[config.mk]
export PLATFORM = sky130hd
export DESIGN_NAME = adc_acq_sequencer_flat
export DESIGN_NICKNAME = d
export VERILOG_FILES = /design/src/rtl/adc_acq_sequencer_if.sv /design/src/rtl/adc_acq_sequencer.sv /design/src/flat_wrapper.sv
export SDC_FILE = /design/constraint.sdc
export NUM_CORES = 1
export LEC_CHECK = 0
export CAP_MARGIN = 20
export CORE_MARGIN = 3
export CORE_UTILIZATION = 53
export DETAILED_ROUTE_END_ITERATION = 8
export PLACE_DENSITY_LB_ADDON = 0.12
export SLEW_MARGIN = 20
export SYNTH_ARGS = -nofsm -noshare
export SYNTH_HDL_FRONTEND = slang
export SYNTH_SLANG_ARGS = --single-unit
export TNS_END_PERCENT = 30
[constraint.sdc]
create_clock -name clk -period 2.9 [get_ports clk]
set_input_delay 0.87 -clock clk [delete_from_list [all_inputs] [get_ports clk]]
set_output_delay 0.87 -clock clk [all_outputs]
set_load 0.1 [all_outputs]
[src/rtl/adc_acq_sequencer_if.sv]
`timescale 1ns/1ps
`default_nettype none
// ============================================================================
//  Module      : adc_acq_sequencer_if
//  Description : Control/status bundle between the ADC acquisition sequencer
//                and the surrounding system.
//                  enable, clr_err            : run control and error clear
//                  adc_cnv, ADC_clock,
//                  ADC_word_sync_n            : ADC / deserializer timing
//                  sample_valid, busy         : frame status
//                  overrun, overrun_cnt       : missed-period reporting
//                  sample_cnt                 : completed frame count
//                master = sequencer side, slave = consumer/controller side.
//  Revision    : 1.0 - initial release
// ============================================================================
interface adc_acq_sequencer_if;
  logic        enable;
  logic        clr_err;
  logic        adc_cnv;
  logic        ADC_clock;
  logic        ADC_word_sync_n;
  logic        sample_valid;
  logic        busy;
  logic        overrun;
  logic [15:0] overrun_cnt;
  logic [31:0] sample_cnt;

  modport master (
    input  enable, clr_err,
    output adc_cnv, ADC_clock, ADC_word_sync_n, sample_valid,
           busy, overrun, overrun_cnt, sample_cnt
  );

  modport slave (
    output enable, clr_err,
    input  adc_cnv, ADC_clock, ADC_word_sync_n, sample_valid,
           busy, overrun, overrun_cnt, sample_cnt
  );
endinterface
`default_nettype wire

[src/rtl/adc_acq_sequencer.sv]
`timescale 1ns/1ps
`default_nettype none
// ============================================================================
//  Module      : adc_acq_sequencer
//  Description : Timing master for one serial ADC channel. Every
//                SAMPLE_PERIOD cycles it strobes adc_cnv, waits out the
//                conversion, bursts N_BITS/2 periods of ADC_clock, pulses
//                ADC_word_sync_n low and then issues a one-cycle
//                sample_valid. Period ticks arriving mid-frame are dropped
//                and reported as overruns.
//  Ports       : clk   - system clock, all outputs registered on rising edge
//                rst_n - asynchronous active-low reset
//                bus   - adc_acq_sequencer_if.master (control, ADC timing,
//                        status and counters)
//  Revision    : 1.0 - initial release
// ============================================================================
module adc_acq_sequencer #(
  parameter int CNV_HIGH      = 4,
  parameter int CONV_CYCLES   = 60,
  parameter int SCLK_DIV      = 2,
  parameter int N_BITS        = 18,
  parameter int SYNC_LOW      = 2,
  parameter int SAMPLE_PERIOD = 200
) (
  input  logic                  clk,
  input  logic                  rst_n,
  adc_acq_sequencer_if.master   bus
);

  localparam int c_SHIFT_LEN = N_BITS * SCLK_DIV;
  localparam int c_PH_MAX_A  = (CNV_HIGH > CONV_CYCLES) ? CNV_HIGH : CONV_CYCLES;
  localparam int c_PH_MAX_B  = (c_SHIFT_LEN > SYNC_LOW) ? c_SHIFT_LEN : SYNC_LOW;
  localparam int c_PH_MAX    = (c_PH_MAX_A > c_PH_MAX_B) ? c_PH_MAX_A : c_PH_MAX_B;
  localparam int c_CW        = (c_PH_MAX > 1) ? $clog2(c_PH_MAX) : 1;
  localparam int c_PW        = (SAMPLE_PERIOD > 1) ? $clog2(SAMPLE_PERIOD) : 1;
  localparam int c_DW        = (SCLK_DIV > 1) ? $clog2(SCLK_DIV) : 1;

  localparam logic [c_CW-1:0] c_CNV_LAST   = c_CW'(CNV_HIGH - 1);
  localparam logic [c_CW-1:0] c_CONV_LAST  = c_CW'(CONV_CYCLES - 1);
  localparam logic [c_CW-1:0] c_SHIFT_LAST = c_CW'(c_SHIFT_LEN - 1);
  localparam logic [c_CW-1:0] c_SYNC_LAST  = c_CW'(SYNC_LOW - 1);
  localparam logic [c_PW-1:0] c_PER_LAST   = c_PW'(SAMPLE_PERIOD - 1);
  localparam logic [c_DW-1:0] c_DIV_LAST   = c_DW'(SCLK_DIV - 1);

  localparam logic [2:0] c_ST_IDLE      = 3'd0;
  localparam logic [2:0] c_ST_CONVERT   = 3'd1;
  localparam logic [2:0] c_ST_WAIT_CONV = 3'd2;
  localparam logic [2:0] c_ST_SHIFT     = 3'd3;
  localparam logic [2:0] c_ST_SYNC      = 3'd4;

  logic [c_PW-1:0] r_period_cnt;
  logic [2:0]      r_state;
  logic [c_CW-1:0] r_cnt;
  logic [c_DW-1:0] r_div;
  logic            r_start;
  logic            r_adc_cnv;
  logic            r_sclk;
  logic            r_sync_n;
  logic            r_valid;
  logic            r_busy;
  logic            r_overrun;
  logic [15:0]     r_overrun_cnt;
  logic [31:0]     r_sample_cnt;

  logic            w_tick;
  logic            w_overrun_evt;
  logic [2:0]      w_state_nxt;
  logic [c_CW-1:0] w_cnt_nxt;
  logic [c_DW-1:0] w_div_nxt;
  logic            w_start_nxt;
  logic            w_adc_cnv_nxt;
  logic            w_sclk_nxt;
  logic            w_sync_n_nxt;
  logic            w_valid_nxt;
  logic            w_busy_nxt;

  // Sample-period timebase; parked at zero while stopped so that the first
  // enabled cycle is always a tick.
  always_ff @(posedge clk or negedge rst_n) begin
    if (!rst_n) begin
      r_period_cnt <= '0;
    end else if (!bus.enable || (r_period_cnt == c_PER_LAST)) begin
      r_period_cnt <= '0;
    end else begin
      r_period_cnt <= r_period_cnt + 1'b1;
    end
  end

  assign w_tick = bus.enable && (r_period_cnt == '0);

  // r_start covers the single cycle between accepting a tick and entering
  // CONVERT, so that cycle is also treated as "frame in progress".
  assign w_overrun_evt = w_tick && ((r_state != c_ST_IDLE) || r_start);

  // State, phase counters and registered outputs.
  always_ff @(posedge clk or negedge rst_n) begin
    if (!rst_n) begin
      r_state      <= c_ST_IDLE;
      r_cnt        <= '0;
      r_div        <= '0;
      r_start      <= 1'b0;
      r_adc_cnv    <= 1'b0;
      r_sclk       <= 1'b0;
      r_sync_n     <= 1'b1;
      r_valid      <= 1'b0;
      r_busy       <= 1'b0;
      r_sample_cnt <= '0;
    end else begin
      r_state   <= w_state_nxt;
      r_cnt     <= w_cnt_nxt;
      r_div     <= w_div_nxt;
      r_start   <= w_start_nxt;
      r_adc_cnv <= w_adc_cnv_nxt;
      r_sclk    <= w_sclk_nxt;
      r_sync_n  <= w_sync_n_nxt;
      r_valid   <= w_valid_nxt;
      r_busy    <= w_busy_nxt;
      if (w_valid_nxt) begin
        r_sample_cnt <= r_sample_cnt + 1'b1;
      end
    end
  end

  // Next-state and phase-counter logic.
  always_comb begin
    w_state_nxt = r_state;
    w_cnt_nxt   = r_cnt + 1'b1;
    w_start_nxt = 1'b0;
    w_div_nxt   = '0;
    case (r_state)
      c_ST_IDLE: begin
        w_cnt_nxt = '0;
        if (r_start) begin
          w_state_nxt = c_ST_CONVERT;
        end else begin
          w_start_nxt = w_tick;
        end
      end
      c_ST_CONVERT: begin
        if (r_cnt == c_CNV_LAST) begin
          w_state_nxt = c_ST_WAIT_CONV;
          w_cnt_nxt   = '0;
        end
      end
      c_ST_WAIT_CONV: begin
        if (r_cnt == c_CONV_LAST) begin
          w_state_nxt = c_ST_SHIFT;
          w_cnt_nxt   = '0;
        end
      end
      c_ST_SHIFT: begin
        if (r_div != c_DIV_LAST) begin
          w_div_nxt = r_div + 1'b1;
        end
        if (r_cnt == c_SHIFT_LAST) begin
          w_state_nxt = c_ST_SYNC;
          w_cnt_nxt   = '0;
        end
      end
      c_ST_SYNC: begin
        if (r_cnt == c_SYNC_LAST) begin
          w_state_nxt = c_ST_IDLE;
          w_cnt_nxt   = '0;
        end
      end
      default: begin
        w_state_nxt = c_ST_IDLE;
        w_cnt_nxt   = '0;
      end
    endcase
  end

  // Outputs are decoded from the next state so they change on the same edge
  // as the state register. ADC_clock starts high on SHIFT entry and toggles
  // at the end of every SCLK_DIV-cycle half period; with an even N_BITS the
  // final half period is low, so the burst ends low without a runt.
  always_comb begin
    w_adc_cnv_nxt = (w_state_nxt == c_ST_CONVERT);
    w_sync_n_nxt  = (w_state_nxt != c_ST_SYNC);
    w_busy_nxt    = (w_state_nxt != c_ST_IDLE);
    w_valid_nxt   = (r_state == c_ST_SYNC) && (w_state_nxt == c_ST_IDLE);
    w_sclk_nxt    = 1'b0;
    if (w_state_nxt == c_ST_SHIFT) begin
      if (r_state != c_ST_SHIFT) begin
        w_sclk_nxt = 1'b1;
      end else if (r_div == c_DIV_LAST) begin
        w_sclk_nxt = ~r_sclk;
      end else begin
        w_sclk_nxt = r_sclk;
      end
    end
  end

  // Overrun reporting; a clear in the same cycle as an event takes priority.
  always_ff @(posedge clk or negedge rst_n) begin
    if (!rst_n) begin
      r_overrun     <= 1'b0;
      r_overrun_cnt <= '0;
    end else if (bus.clr_err) begin
      r_overrun     <= 1'b0;
      r_overrun_cnt <= '0;
    end else if (w_overrun_evt) begin
      r_overrun <= 1'b1;
      if (r_overrun_cnt != 16'hFFFF) begin
        r_overrun_cnt <= r_overrun_cnt + 1'b1;
      end
    end
  end

  assign bus.adc_cnv         = r_adc_cnv;
  assign bus.ADC_clock       = r_sclk;
  assign bus.ADC_word_sync_n = r_sync_n;
  assign bus.sample_valid    = r_valid;
  assign bus.busy            = r_busy;
  assign bus.overrun         = r_overrun;
  assign bus.overrun_cnt     = r_overrun_cnt;
  assign bus.sample_cnt      = r_sample_cnt;

endmodule
`default_nettype wire

[src/flat_wrapper.sv]
// flat-port wrapper written by rule: the top's interface ports become plain ports
module adc_acq_sequencer_flat 
#(
  parameter int CNV_HIGH      = 4,
  parameter int CONV_CYCLES   = 60,
  parameter int SCLK_DIV      = 2,
  parameter int N_BITS        = 18,
  parameter int SYNC_LOW      = 2,
  parameter int SAMPLE_PERIOD = 200
)
  (clk, rst_n, bus_enable, bus_clr_err, bus_adc_cnv, bus_ADC_clock, bus_ADC_word_sync_n, bus_sample_valid, bus_busy, bus_overrun, bus_overrun_cnt, bus_sample_cnt);
  adc_acq_sequencer_if bus_i ();
  input  logic clk;
  input  logic rst_n;
  input wire logic [$bits(bus_i.enable)-1:0] bus_enable;
  input wire logic [$bits(bus_i.clr_err)-1:0] bus_clr_err;
  output wire logic [$bits(bus_i.adc_cnv)-1:0] bus_adc_cnv;
  output wire logic [$bits(bus_i.ADC_clock)-1:0] bus_ADC_clock;
  output wire logic [$bits(bus_i.ADC_word_sync_n)-1:0] bus_ADC_word_sync_n;
  output wire logic [$bits(bus_i.sample_valid)-1:0] bus_sample_valid;
  output wire logic [$bits(bus_i.busy)-1:0] bus_busy;
  output wire logic [$bits(bus_i.overrun)-1:0] bus_overrun;
  output wire logic [$bits(bus_i.overrun_cnt)-1:0] bus_overrun_cnt;
  output wire logic [$bits(bus_i.sample_cnt)-1:0] bus_sample_cnt;
  assign bus_i.enable = bus_enable;
  assign bus_i.clr_err = bus_clr_err;
  assign bus_adc_cnv = bus_i.adc_cnv;
  assign bus_ADC_clock = bus_i.ADC_clock;
  assign bus_ADC_word_sync_n = bus_i.ADC_word_sync_n;
  assign bus_sample_valid = bus_i.sample_valid;
  assign bus_busy = bus_i.busy;
  assign bus_overrun = bus_i.overrun;
  assign bus_overrun_cnt = bus_i.overrun_cnt;
  assign bus_sample_cnt = bus_i.sample_cnt;
  adc_acq_sequencer #(.CNV_HIGH(CNV_HIGH), .CONV_CYCLES(CONV_CYCLES), .SCLK_DIV(SCLK_DIV), .N_BITS(N_BITS), .SYNC_LOW(SYNC_LOW), .SAMPLE_PERIOD(SAMPLE_PERIOD)) u_core (.clk(clk), .rst_n(rst_n), .bus(bus_i));
endmodule
After elaboration in Yosys (flattened, before gate mapping)
Index checks and enable logic that the tools add are counted.
- $add $sub $neg: 5
- equality and inequality tests: 15
- mux-type cells: 24
- bitwise operators: 1
- reductions and logical operators: 14
- operator list (kind ; number):
    $mux 16 ; 3
    $add 32x1->32 const B ; 1
    $mux 6 ; 4
    $pmux 6 s4 ; 1
    $add 16x1->16 const B ; 1
    $ne 16x16->1 const B ; 1
    $mux 3 ; 5
    $pmux 3 s5 ; 1
    $eq 6x6->1 const B ; 2
    $eq 3x2->1 const B ; 3
    $mux 1 ; 9
    $add 8x1->8 const B ; 1
    $eq 8x8->1 const B ; 1
    $logic_not 8->1 ; 1
    $mux 8 ; 1
    $add 6x1->6 const B ; 1
    $eq 3x1->1 const B ; 2
    $eq 6x1->1 const B ; 1
    $eq 6x2->1 const B ; 1
    $logic_not 3->1 ; 2
    $ne 3x2->1 const B ; 2
    $reduce_bool 3->1 ; 2
    $reduce_bool 2->1 ; 2
    $eq 3x3->1 const B ; 1
    7 further kinds ; 10
- flip-flop bits (word level): 73
- input port bits: 4
- output and inout bits: 54
- logic and storage cells: 72

Logic depth before layout (Yosys ltp)
Gate-level depths: netlist of the first run.
- word-level depth: 5
- depth in mapped cells: 10
- depth with buffers taken out: 8

Worst setup path after synthesis of the first run
Ideal clock, no wire load.
- path kind: reg-to-reg
- from: register u_core.r_overrun_cnt[2] (netlist: u_core.bus.overrun_cnt[2])
- to: register u_core.r_overrun_cnt[9] (netlist: u_core.bus.overrun_cnt[9])
- setup time: 78 ps
- arrival time: 2456 ps
- data required time: 2822 ps
- slack: 366 ps
- stages on the path, launching flop included: 7
- clock period less this slack: 2534 ps
- path through: dfrtp_1 and4_1 clkbuf_1 nand3_1 a2111o_1 or3_1 a21oi_1
- cells in the longest elaborated chain, start to end: 4
- elaborated cells on any way between the ends: 7
- classes of those cells: 1 x add/sub; 1 x eq/ne; 3 x mux; 2 x reduce/logical
- ends and longest elaborated chain (what ; line ; source):
    start: declaration ; adc_acq_sequencer.sv:62 ; logic [15:0] r_overrun_cnt;
    start signal: assignment ; adc_acq_sequencer.sv:205 ; r_overrun_cnt <= r_overrun_cnt + 1'b1;
    $add 16x1->16 ; adc_acq_sequencer.sv:205 ;
    $mux 16 ; adc_acq_sequencer.sv:204 ; if (r_overrun_cnt != 16'hFFFF) begin
    $mux 16 ; adc_acq_sequencer.sv:202 ; end else if (w_overrun_evt) begin
    $mux 16 ; adc_acq_sequencer.sv:199 ; end else if (bus.clr_err) begin
Several ways; a longest one is shown, not always the timed one. The select of a mux whose other input is x is not followed.
A chain may end at the register's enable or synchronous reset.

Worst setup path after layout of the first run
- from: input port bus_enable
- to: register u_core.r_overrun_cnt[15] (netlist: u_core.bus.overrun_cnt[15])
- cells in the longest elaborated chain, start to end: 4
- ends and longest elaborated chain (what ; line ; source):
    start: declaration ; flat_wrapper.sv:15 ; input wire logic [$bits(bus_i.enable)-1:0] bus_enable;
    $logic_and 1x1->1 ; adc_acq_sequencer.sv:89 ; assign w_tick = bus.enable && (r_period_cnt == '0);
    $logic_and 1x1->1 ; adc_acq_sequencer.sv:93 ; assign w_overrun_evt = w_tick && ((r_state != c_ST_IDLE) || r_start);
    $reduce_bool 2->1 (no line) ; -- ;
    $reduce_and 2->1 (no line) ; -- ;
Every way passes these cells.

==> impl_metrics.py, run 1 <==
metrics = {
    "finish": {
        "nets": 417,
        "n_antenna_cell": 0,
        "fillers": 509,
        "multi_input_area_um2": 1584,
        "regArea_um2": 1828,
        "syn2layout_area_growth_pct": 21.41,
        "drive_gt1_share_pct": 21.60,
    },
    "clocking": {
        "cts_htree_levels": 3,
        "cts-resized-gates": 0,
        "clockBufferDepth": 2,
        "post_cts_buffers": 0,
        "tritoncts": "yes",
        "cts_hold_buf": 0,
        "cts.reportedPaths.clkPinSlew_ps": 80,
        "cts_buffers": 9,
        "cts.sinks": 73,
        "clk_latency_ps": 340,
        "cts_root_buf": "clkbuf_8",
    },
    "floorplanning": {
        "start_util_pct": 55.19,
        "pin_count": 58,
        "core-area_um2": 6386,
        "die_area_um2": 7665,
        "rows": 29,
        "die_h_um": 87.55,
        "die_w_um": 87.55,
    },
    "routing": {
        "drt_iter0_markers": 115,
        "drtAntennaViolNets": 0,
        "met2_length_um": 3470,
        "wl_met3_um": 324,
        "routed.top_layer": "met4",
        "wl_um": 7148,
        "drc": 0,
        "dr_total_vias": 2703,
        "drt-met1-wl_um": 3276,
        "dr.pass1.iters": 4,
        "wire_per_inst_um": 14.62,
        "viasPerCell": 5.528,
    },
    "timing": {
        "slew_violations": 0,
        "post-route-period-util_pct": 88.03,
        "timing.fmax_ghz": 0.3917,
        "fin_setup_tns_ps": 0,
        "skew_ps": 10.74,
        "slew_headroom_pct": 59.21,
        "rsz0062_at_grt": "no",
        "tightest_slew_ps": 605.5,
        "whs_ps": 363.4,
        "post-route-min-period_ps": 2553,
        "finalSetupViolCount": 0,
        "hold_violations": 0,
    },
    "worst_setup_path": {
        "critPathRequiredTime_ps": 3150,
        "crit_fanout": 8,
        "crit_slowest_cell": "clkdlybuf4s50_1",
        "cp-start-kind": "input pin",
        "arrival_ps": 2810,
        "path_class": "in -> reg",
        "max_stage_delay_ps": 540,
        "critPathCaptureType": "flop",
        "worstPathCellList": "clkdlybuf4s50_1 -> nand2_1 -> nand4bb_1 -> a2111o_1 -> or3_1 -> a21oi_1",
    },
    "logic_synthesis": {
        "synth-edff-count": 0,
        "yosys.area.top_type_share_pct": 51.12,
        "yosys.area.top_type": "dfrtp_1",
        "ys_seq_elements": 73,
        "post_synth.cell_area_avg_um2": 10.25,
        "postSynth.asyncResetShare_pct": 100.0,
        "syn-cell-area_um2": 3525,
        "synth_cell_types": 47,
        "syn_inst": 344,
        "syn_nets": 354,
        "yosys_warnings": 0,
        "synthFlopType": "dfrtp_1",
        "synth-seq-area-share_pct": 51.86,
        "synthTopCellsByArea": "dfrtp_1 (51%), xnor2_1 (8.7%), xor2_1 (4.2%)",
    },
    "place": {
        "gp_congestion": 0.7787,
        "hpwl_um": 5027,
        "port_buffers": 57,
    },
    "power_and_ir_drop": {
        "combPwrFrac_pct": 19.0,
        "pwr-share-clk_pct": 34.5,
        "seq_power_share_pct": 46.4,
        "p_int_w": 0.001727,
        "leakagePower_nw": 2.054,
        "switching_share_pct": 31.23,
        "vdd_ir_drop_max_uv": 637.3,
        "power_switching_w": 0.0007845,
        "power_density_nw_per_um2": 587.0,
    },
    "worst_hold_path": {
        "min_path_type": "in -> async",
    },
    "global_route": {
        "grt_use_total_pct": 19.97,
        "grt_overflow": 0,
        "grt_max_degree": 39,
        "grt_pass1_wl_um": 12120,
        "grt_pass1_vias": 2558,
        "antenna_found_initial": 0,
    },
    "outcome": {
        "outcome": "finished, final reports clean",
    },
    "job": {
        "cap_violations": 0,
    },
}
==> worst paths after layout <==
check	start	endpoint	slack, ps	cells after the start
worst max-delay path	bus_enable	u_core.bus.overrun_cnt[15]	350	6
worst min-delay path	rst_n	u_core.bus.sample_cnt[7]	360	1
worst max register to register	u_core.r_cnt[1]	u_core.bus.sample_cnt[19]	430	8
worst min register to register	u_core.r_div	u_core.r_div	450	1
max in group asynchronous	rst_n	u_core.bus.ADC_word_sync_n	1870	2
min in group clk	u_core.r_div	u_core.r_div	450	1
==> state kept, by name (all words and copies together) (netlist names) <==
signal and cells:
u_core.bus.ADC_clock 1, u_core.bus.ADC_word_sync_n 1, u_core.bus.adc_cnv 1, u_core.bus.busy 1
u_core.bus.overrun 1, u_core.bus.overrun_cnt 16, u_core.bus.sample_cnt 32, u_core.bus.sample_valid 1
u_core.r_cnt 6, u_core.r_div 1, u_core.r_period_cnt 8, u_core.r_start 1
u_core.r_state 3
==> placed cells by master (no fill, tap or decap), types with 2 or more instances in the layout <==
cell,synthesis,layout
dfrtp_1,72,72
buf_4,1,60
nor2_1,35,35
xnor2_1,35,35
nand3_1,24,24
nand2_1,23,23
xor2_1,17,17
nand4_1,15,15
inv_1,14,14
nor3_1,11,11
and3_1,10,10
clkbuf_8,0,9
a21oi_1,7,7
ha_1,6,6
or3_1,5,5
o21ai_0,5,5
and4_1,5,5
nand2b_1,4,4
and2_1,4,4
nor4_1,4,4
a2111oi_0,4,4
or4_1,3,3
or2_2,2,2
nor3b_1,2,2
nor4b_1,2,2
mux2i_1,2,2
nor2_2,2,2
a211oi_1,2,2
clkinv_2,0,2
clkinv_4,0,2
bufinv_16,0,2
clkdlybuf4s50_1,0,2
==> synthesized netlist by cell type, drive strengths merged (3+ instances only) <==
| cell | count |
|---|---|
| xor2 | 17 |
| or4 | 3 |
| ha | 6 |
| and2 | 4 |
| inv | 15 |
| and4 | 5 |
| xnor2 | 35 |
| nand2b | 4 |
| and3 | 10 |
| o21ai | 5 |
| clkbuf | 9 |
| nand3 | 24 |
| nor3 | 12 |
| nand4 | 15 |
| dfrtp | 72 |
| a21oi | 7 |
| nor2 | 37 |
| or3 | 6 |
| buf | 3 |
| nand2 | 23 |
| a2111oi | 4 |
| nor4 | 4 |
==> cell type report <==
| type | count | share of cell area [%] |
|---|---|---|
| sequential | 73 | 42.72 |
| clock buffer | 9 | 2.895 |
| multi-input combinational | 244 | 37.02 |
| timing repair buffer | 64 | 11.58 |
| clock inverter | 7 | 2.222 |
| tap | 77 | 2.251 |
| inverter | 15 | 1.316 |
==> layer usage <==
metal	vias to the layer above	global-route usage [%]
met5	-	0
met4	0	7.113
met3	8	4.045
met2	62	31.44
met1	1315	27.62
li1	1318	-
==> worst max-delay path: cells and delay by family <==
| kind | cells | cell delay [ps] |
|---|---|---|
| simple gates | 3 | 750 |
| compound gates | 2 | 640 |
| buf+inv | 1 | 540 |
==> power by group through the flow <==
stage	clock (W)	combinational, W	sequential (W)
6_report	0.000867	0.000478	0.00117
5_1_grt	0.000934	0.000536	0.00118
4_1_cts	0.000890	0.000484	0.00117
3_5_place_dp	0	0.000479	0.00119
3_3_place_gp	0	0.000474	0.00118
2_1_floorplan	0	0.000238	0.00130
==> per-stage QoR <==
step                cell area, um2  utilization (%)  total power (W)  cells  worst slack, ps
CTS                           4279            67.01         0.002540    489            376.1
floorplan                     3525                -         0.001537    344            366.3
detailed placement            4060            63.58         0.001666    473            28.37
global route                  4279            67.01         0.002650    489            200.9
finish                        4279            67.01         0.002512    489            347.1
global placement              4060            63.58         0.001657    473            108.3
==> cell families (layout without fill, tap and decap cells) <==
kind of cell,after synthesis,count (layout),share of synthesized area (%)
AOI/OAI and AO/OA,27,27,5.325
xor gates and xnor gates,52,52,12.92
adders and majority gates,6,6,2.130
buffers and inverters,27,95,3.195
DFF,73,73,51.86
muxes,2,2,0.5680
and+or+nand+nor,157,157,24.00
No activity file was read; power rests on OpenSTA's default activity.
==> run 2, diff against run 1 <==
--- a/config.mk
+++ b/config.mk
@@ -7,5 +7,5 @@
 export LEC_CHECK = 0
 export CAP_MARGIN = 20
-export CORE_MARGIN = 3
+export CORE_MARGIN = 2
 export CORE_UTILIZATION = 53
 export DETAILED_ROUTE_END_ITERATION = 8
==> constraint.sdc (replaced) <==
create_clock -name clk -period 2.9 [get_ports clk]
set_input_delay 0.58 -clock clk [delete_from_list [all_inputs] [get_ports clk]]
set_output_delay 0.58 -clock clk [all_outputs]
set_load 0.1 [all_outputs]
==> run 2 against run 1 <==
  * Clock skew fell by 3.7 ps
  * Global-route usage fell by 0.067 points
  * Die area fell by 4.5%
  * Non-clock buffer count fell by 3
  * First-iteration DRC count fell by 14%
  * Combinational power barely moved
  * Routed wire length fell by 3.0%
  * Clock-buffer cell count rose by 5
  * Sequential share of layout area rose by 0.49 points
  * Sequential power barely moved
  * Power fell by 4.2%
  * Largest power group unchanged
==> impl_metrics.py, run 2 (synthesized netlist as in run 1, its figures left out) <==
metrics = {
    "clocking": {
        "cts_root_buf": "clkbuf_8",
        "cts.reportedPaths.clkPinSlew_ps": 80,
        "cts-resized-gates": 0,
        "cts.sinks": 73,
        "clockBufferDepth": 2,
        "cts_htree_levels": 3,
        "clk_latency_ps": 340,
        "post_cts_buffers": 0,
        "cts_hold_buf": 0,
        "tritoncts": "yes",
        "cts_buffers": 9,
    },
    "routing": {
        "dr.pass1.iters": 4,
        "drt_iter0_markers": 99,
        "viasPerCell": 5.519,
        "wl_um": 6931,
        "drc": 0,
        "wire_per_inst_um": 14.26,
        "drtAntennaViolNets": 0,
        "dr_total_vias": 2682,
    },
    "floorplanning": {
        "die_w_um": 85.55,
        "core-area_um2": 6386,
        "pin_count": 58,
        "die_area_um2": 7319,
        "die_h_um": 85.55,
        "rows": 29,
        "start_util_pct": 55.19,
    },
    "worst_setup_path": {
        "crit_fanout": 7,
        "cp-start-kind": "flop",
        "rrSetupSlack_ps": 460,
        "path_class": "reg -> reg",
        "r2r_cells": 8,
        "critPathCaptureType": "flop",
        "arrival_ps": 2670,
        "critPathRequiredTime_ps": 3130,
        "r2r-start": "u_core.r_cnt[1]",
        "r2r-end": "u_core.bus.sample_cnt[25]",
    },
    "power_and_ir_drop": {
        "leakagePower_nw": 2.033,
        "power_density_nw_per_um2": 569.0,
        "vdd_ir_drop_max_uv": 531.7,
    },
    "global_route": {
        "use_met3_pct": 6.064,
        "antenna_found_initial": 0,
        "busiest_layer": "met2",
        "grt_use_total_pct": 19.90,
        "grt_max_degree": 43,
        "grt_use_met1_pct": 27.59,
        "grt_pass1_wl_um": 11630,
        "gr-usage-met2_pct": 30.82,
        "grt_overflow": 0,
        "grt_pass1_vias": 2489,
    },
    "timing": {
        "tightest_slew_ps": 750.5,
        "hold_violations": 0,
        "rsz0062_at_grt": "no",
        "slew_violations": 0,
        "slew_headroom_pct": 49.97,
        "post-route-min-period_ps": 2441,
        "post-route-period-util_pct": 84.18,
        "timing.fmax_ghz": 0.4096,
        "fin_setup_tns_ps": 0,
        "finalSetupViolCount": 0,
        "skew_ps": 7.067,
    },
    "finish": {
        "n_antenna_cell": 0,
        "drive_gt1_share_pct": 20.78,
        "final_cell_mix": "dfrtp_1 (72), buf_4 (57), nor2_1 (35), xnor2_1 (35), nand3_1 (24)",
        "largest_reg_flops": 32,
        "final_common_cell": "dfrtp_1",
        "finalInstanceArea_um2": 4230,
        "syn2layout_area_growth_pct": 20.02,
        "nets": 414,
    },
    "outcome": {
        "outcome": "finished, final reports clean",
    },
    "job": {
        "cap_violations": 0,
    },
    "place": {
        "port_buffers": 57,
        "dpl_cell_area_um2": 4038,
        "hpwl_um": 4879,
        "gp_congestion": 0.7721,
    },
    "worst_hold_path": {
        "min_path_type": "in -> async",
    },
}
[run 2: cell types whose count changed in the layout (fill, tap and decap cells not counted)]
| cell | change |
|---|---|
| clkinvlp_4 | -1 |
| clkbuf_1 | +1 |
| clkbuf_8 | +4 |
| clkinv_4 | -2 |
| buf_4 | -3 |
| bufinv_16 | -2 |
[run 2: routing by layer]
layer | vias up | routed length, um
met4 | 0 | 78
met1 | 1310 | 3304
li1 | 1311 | -
met5 | - | 0
met3 | 8 | 352
met2 | 53 | 3196
[run 2: cell type report]
class | count | area, um2
flip-flops and latches | 73 | 1828
fillers | 531 | 2156
clock inverters | 2 | 10.01
inverters | 15 | 56.30
multi-input cells | 244 | 1584
repair buffers | 61 | 473.0
well taps | 77 | 96.34
clock buffers | 14 | 182.7
[run 2: worst max path at each step]
stage / endpoint / from / cells after the start / slack, ps
CTS: u_core.bus.sample_cnt[25] / u_core.r_cnt[1] / 8 / 430
detailed placement: u_core.bus.overrun_cnt[15] / bus_enable / 6 / 260
global placement: u_core.bus.overrun_cnt[15] / bus_enable / 6 / 310
global route: u_core.bus.sample_cnt[25] / u_core.r_cnt[1] / 8 / 320
floorplan: u_core.bus.overrun_cnt[9] / u_core.bus.overrun_cnt[2] / 6 / 370
finish: u_core.bus.sample_cnt[25] / u_core.r_cnt[1] / 8 / 460
[run 2: per-stage QoR]
step	hold slack, ps	std cells	setup WS, ps	utilization (%)	total power [W]
finish	306.7	486	458.8	66.24	0.002407
global route	353.8	486	320.9	66.24	0.002533
CTS	319.2	486	426.7	66.24	0.002433
detailed placement	449.9	470	264.2	63.22	0.001664
global placement	441.6	470	306.2	63.22	0.001654
floorplan	284.4	344	366.3	-	0.001537
[run 2: where the power goes]
part	internal, W	switching (W)	total (W)	leakage (nW)
combinational	0.000152	0.000325	0.000477	0.938
sequential	0.00109	0.0000778	0.00117	0.992
clock	0.000402	0.000361	0.000764	0.102
total	0.00164	0.000764	0.00241	2.03
[run 2: worst max-delay path, stage by stage, from the launching register on]
cell,delay [ps]
dfrtp_1,400
inv_1,60
ha_1,130
or4b_1,450
or3_1,510
inv_2,150
and3_1,320
nand4_1,160
xnor2_1,140
==> run 3, diff against run 2 <==
Clock period 2.9 ns to 2.25 ns, I/O delays scaled along.
==> run 3 against run 2 <==
  * Fmax is 13% higher
  * Highest routed layer unchanged
  * Routed wire length is 0.89% higher
  * Sequential share of layout area is 1.8 points lower
  * Critical path type unchanged
  * Sequential power is 24% higher
==> impl_metrics.py, run 3 (synthesized netlist as in run 1, its figures left out) <==
metrics = {
    "routing": {
        "wl_um": 6993,
        "drt_iter0_markers": 101,
        "dr.pass1.iters": 4,
        "viasPerCell": 5.343,
        "drtAntennaViolNets": 0,
        "dr_total_vias": 2709,
        "wire_per_inst_um": 13.79,
        "drc": 0,
    },
    "power_and_ir_drop": {
        "p_int_w": 0.002253,
        "switching_share_pct": 30.73,
        "leakagePower_nw": 2.121,
        "pwr-share-clk_pct": 31.7,
        "power_switching_w": 0.0009993,
        "power_density_nw_per_um2": 731.0,
        "seq_power_share_pct": 44.7,
        "combPwrFrac_pct": 23.5,
        "vdd_ir_drop_max_uv": 688.5,
    },
    "timing": {
        "timing.fmax_ghz": 0.4647,
        "slew_headroom_pct": 58.24,
        "skew_ps": 11.98,
        "fin_setup_tns_ps": 0,
        "rsz0062_at_grt": "no",
        "tightest_slew_ps": 624.1,
        "hold_violations": 0,
        "post-route-period-util_pct": 95.63,
        "slew_violations": 0,
        "post-route-min-period_ps": 2152,
        "finalSetupViolCount": 0,
    },
    "global_route": {
        "antenna_found_initial": 0,
        "grt_max_degree": 46,
        "grt_pass1_wl_um": 12050,
        "grt_pass1_vias": 2626,
        "grt_overflow": 0,
        "grt_use_total_pct": 20.52,
    },
    "finish": {
        "finalNonFillerCells": 507,
        "n_antenna_cell": 0,
        "drive_gt1_share_pct": 29.53,
        "final_common_cell": "buf_4",
        "final_cell_mix": "buf_4 (79), dfrtp_1 (59), nor2_1 (35), xnor2_1 (35), nand3_1 (24)",
        "post-route-util_pct": 69.67,
        "largest_reg_flops": 32,
        "syn2layout_area_growth_pct": 26.23,
        "nets": 435,
    },
    "worst_setup_path": {
        "critPathCaptureType": "flop",
        "path_class": "reg -> reg",
        "crit_path_frequent_cell": "or3_4",
        "r2r_cells": 5,
        "arrival_ps": 2420,
        "crit_fanout": 8,
        "critPathRequiredTime_ps": 2520,
        "crit_slowest_cell": "a2111o_1",
        "worstPathCellList": "or3_4 -> nand4bb_4 -> a2111o_1 -> or3_4 -> a21oi_2",
        "max_stage_delay_ps": 520,
        "cp-start-kind": "flop",
    },
    "floorplanning": {
        "die_area_um2": 7319,
        "die_w_um": 85.55,
        "core-area_um2": 6386,
        "pin_count": 58,
        "die_h_um": 85.55,
        "rows": 29,
        "start_util_pct": 55.19,
    },
    "clocking": {
        "cts_htree_levels": 3,
        "cts.reportedPaths.clkPinSlew_ps": 80,
        "cts_root_buf": "clkbuf_8",
        "tritoncts": "yes",
        "cts.sinks": 73,
        "clockBufferDepth": 2,
        "cts_hold_buf": 0,
        "clk_latency_ps": 350,
        "cts_buffers": 9,
    },
    "job": {
        "cap_violations": 0,
    },
    "outcome": {
        "outcome": "finished, final reports clean",
    },
    "worst_hold_path": {
        "min_path_type": "in -> async",
    },
    "place": {
        "hpwl_um": 5040,
        "port_buffers": 57,
        "dpl.cell_count": 488,
        "gp_congestion": 0.8178,
    },
}
run 3: final timing paths:
kind / startpoint / to / slack, ps
max in group asynchronous: rst_n / u_core.bus.overrun_cnt[2] / 1620
hold / removal: rst_n / u_core.bus.sample_cnt[6] / 110
hold reg to reg: u_core.r_div / u_core.r_div / 450
min in group clk: u_core.r_div / u_core.r_div / 450
setup reg to reg: u_core.r_period_cnt[4] / u_core.bus.overrun_cnt[13] / 100
setup / recovery: u_core.r_period_cnt[4] / u_core.bus.overrun_cnt[13] / 100
run 3: stage by stage:
stage / worst slack, ps / power (W) / cell area [um2] / hold slack (ps)
floorplan: -65.20 / 0.001981 / 3541 / 154.4
global placement: -111.5 / 0.002222 / 4177 / 441.1
global route: 2.497 / 0.003437 / 4449 / 146.4
detailed placement: -176.9 / 0.002237 / 4177 / 444.2
CTS: 12.54 / 0.003276 / 4387 / 120.1
finish: 98.25 / 0.003252 / 4449 / 113.4
run 3: worst max-delay path: cells and delay by family, from the launching register on:
family             cells  cell delay, ps
and+or+nand+nor        3            1050
DFF                    1             390
AOI/OAI and AO/OA      2             630
run 3: layout make-up:
cell class              instances  area (um2)
multi-input cells             244        1635
well taps                      77       96.34
fillers                       483        1937
flip-flops and latches         73        1844
clock buffers                  13       158.9
repair buffers                 82       618.1
clock inverters                 3       40.04
inverters                      15       56.30
run 3: routing by layer:
layer  wire length, um  GRT usage (%)
met5                 0              0
met4                99          7.792
met3               306          4.524
met2              3245          31.25
met1              3342          29.02
run 3: power by group through the flow:
stage	clock (W)	combinational, W	sequential (W)
finish	0.00103	0.000766	0.00145
global route	0.00112	0.000851	0.00146
CTS	0.00106	0.000761	0.00146
detailed placement	0	0.000757	0.00148
global placement	0	0.000746	0.00148
floorplan	0	0.000306	0.00167
run 3: what timing repair did:
item / in CTS / in global routing
gates resized for setup: 2 / 8
endpoints found under the setup margin: 13 / 16
pin swaps: 0 / 7
buffers inserted: 0 / 3
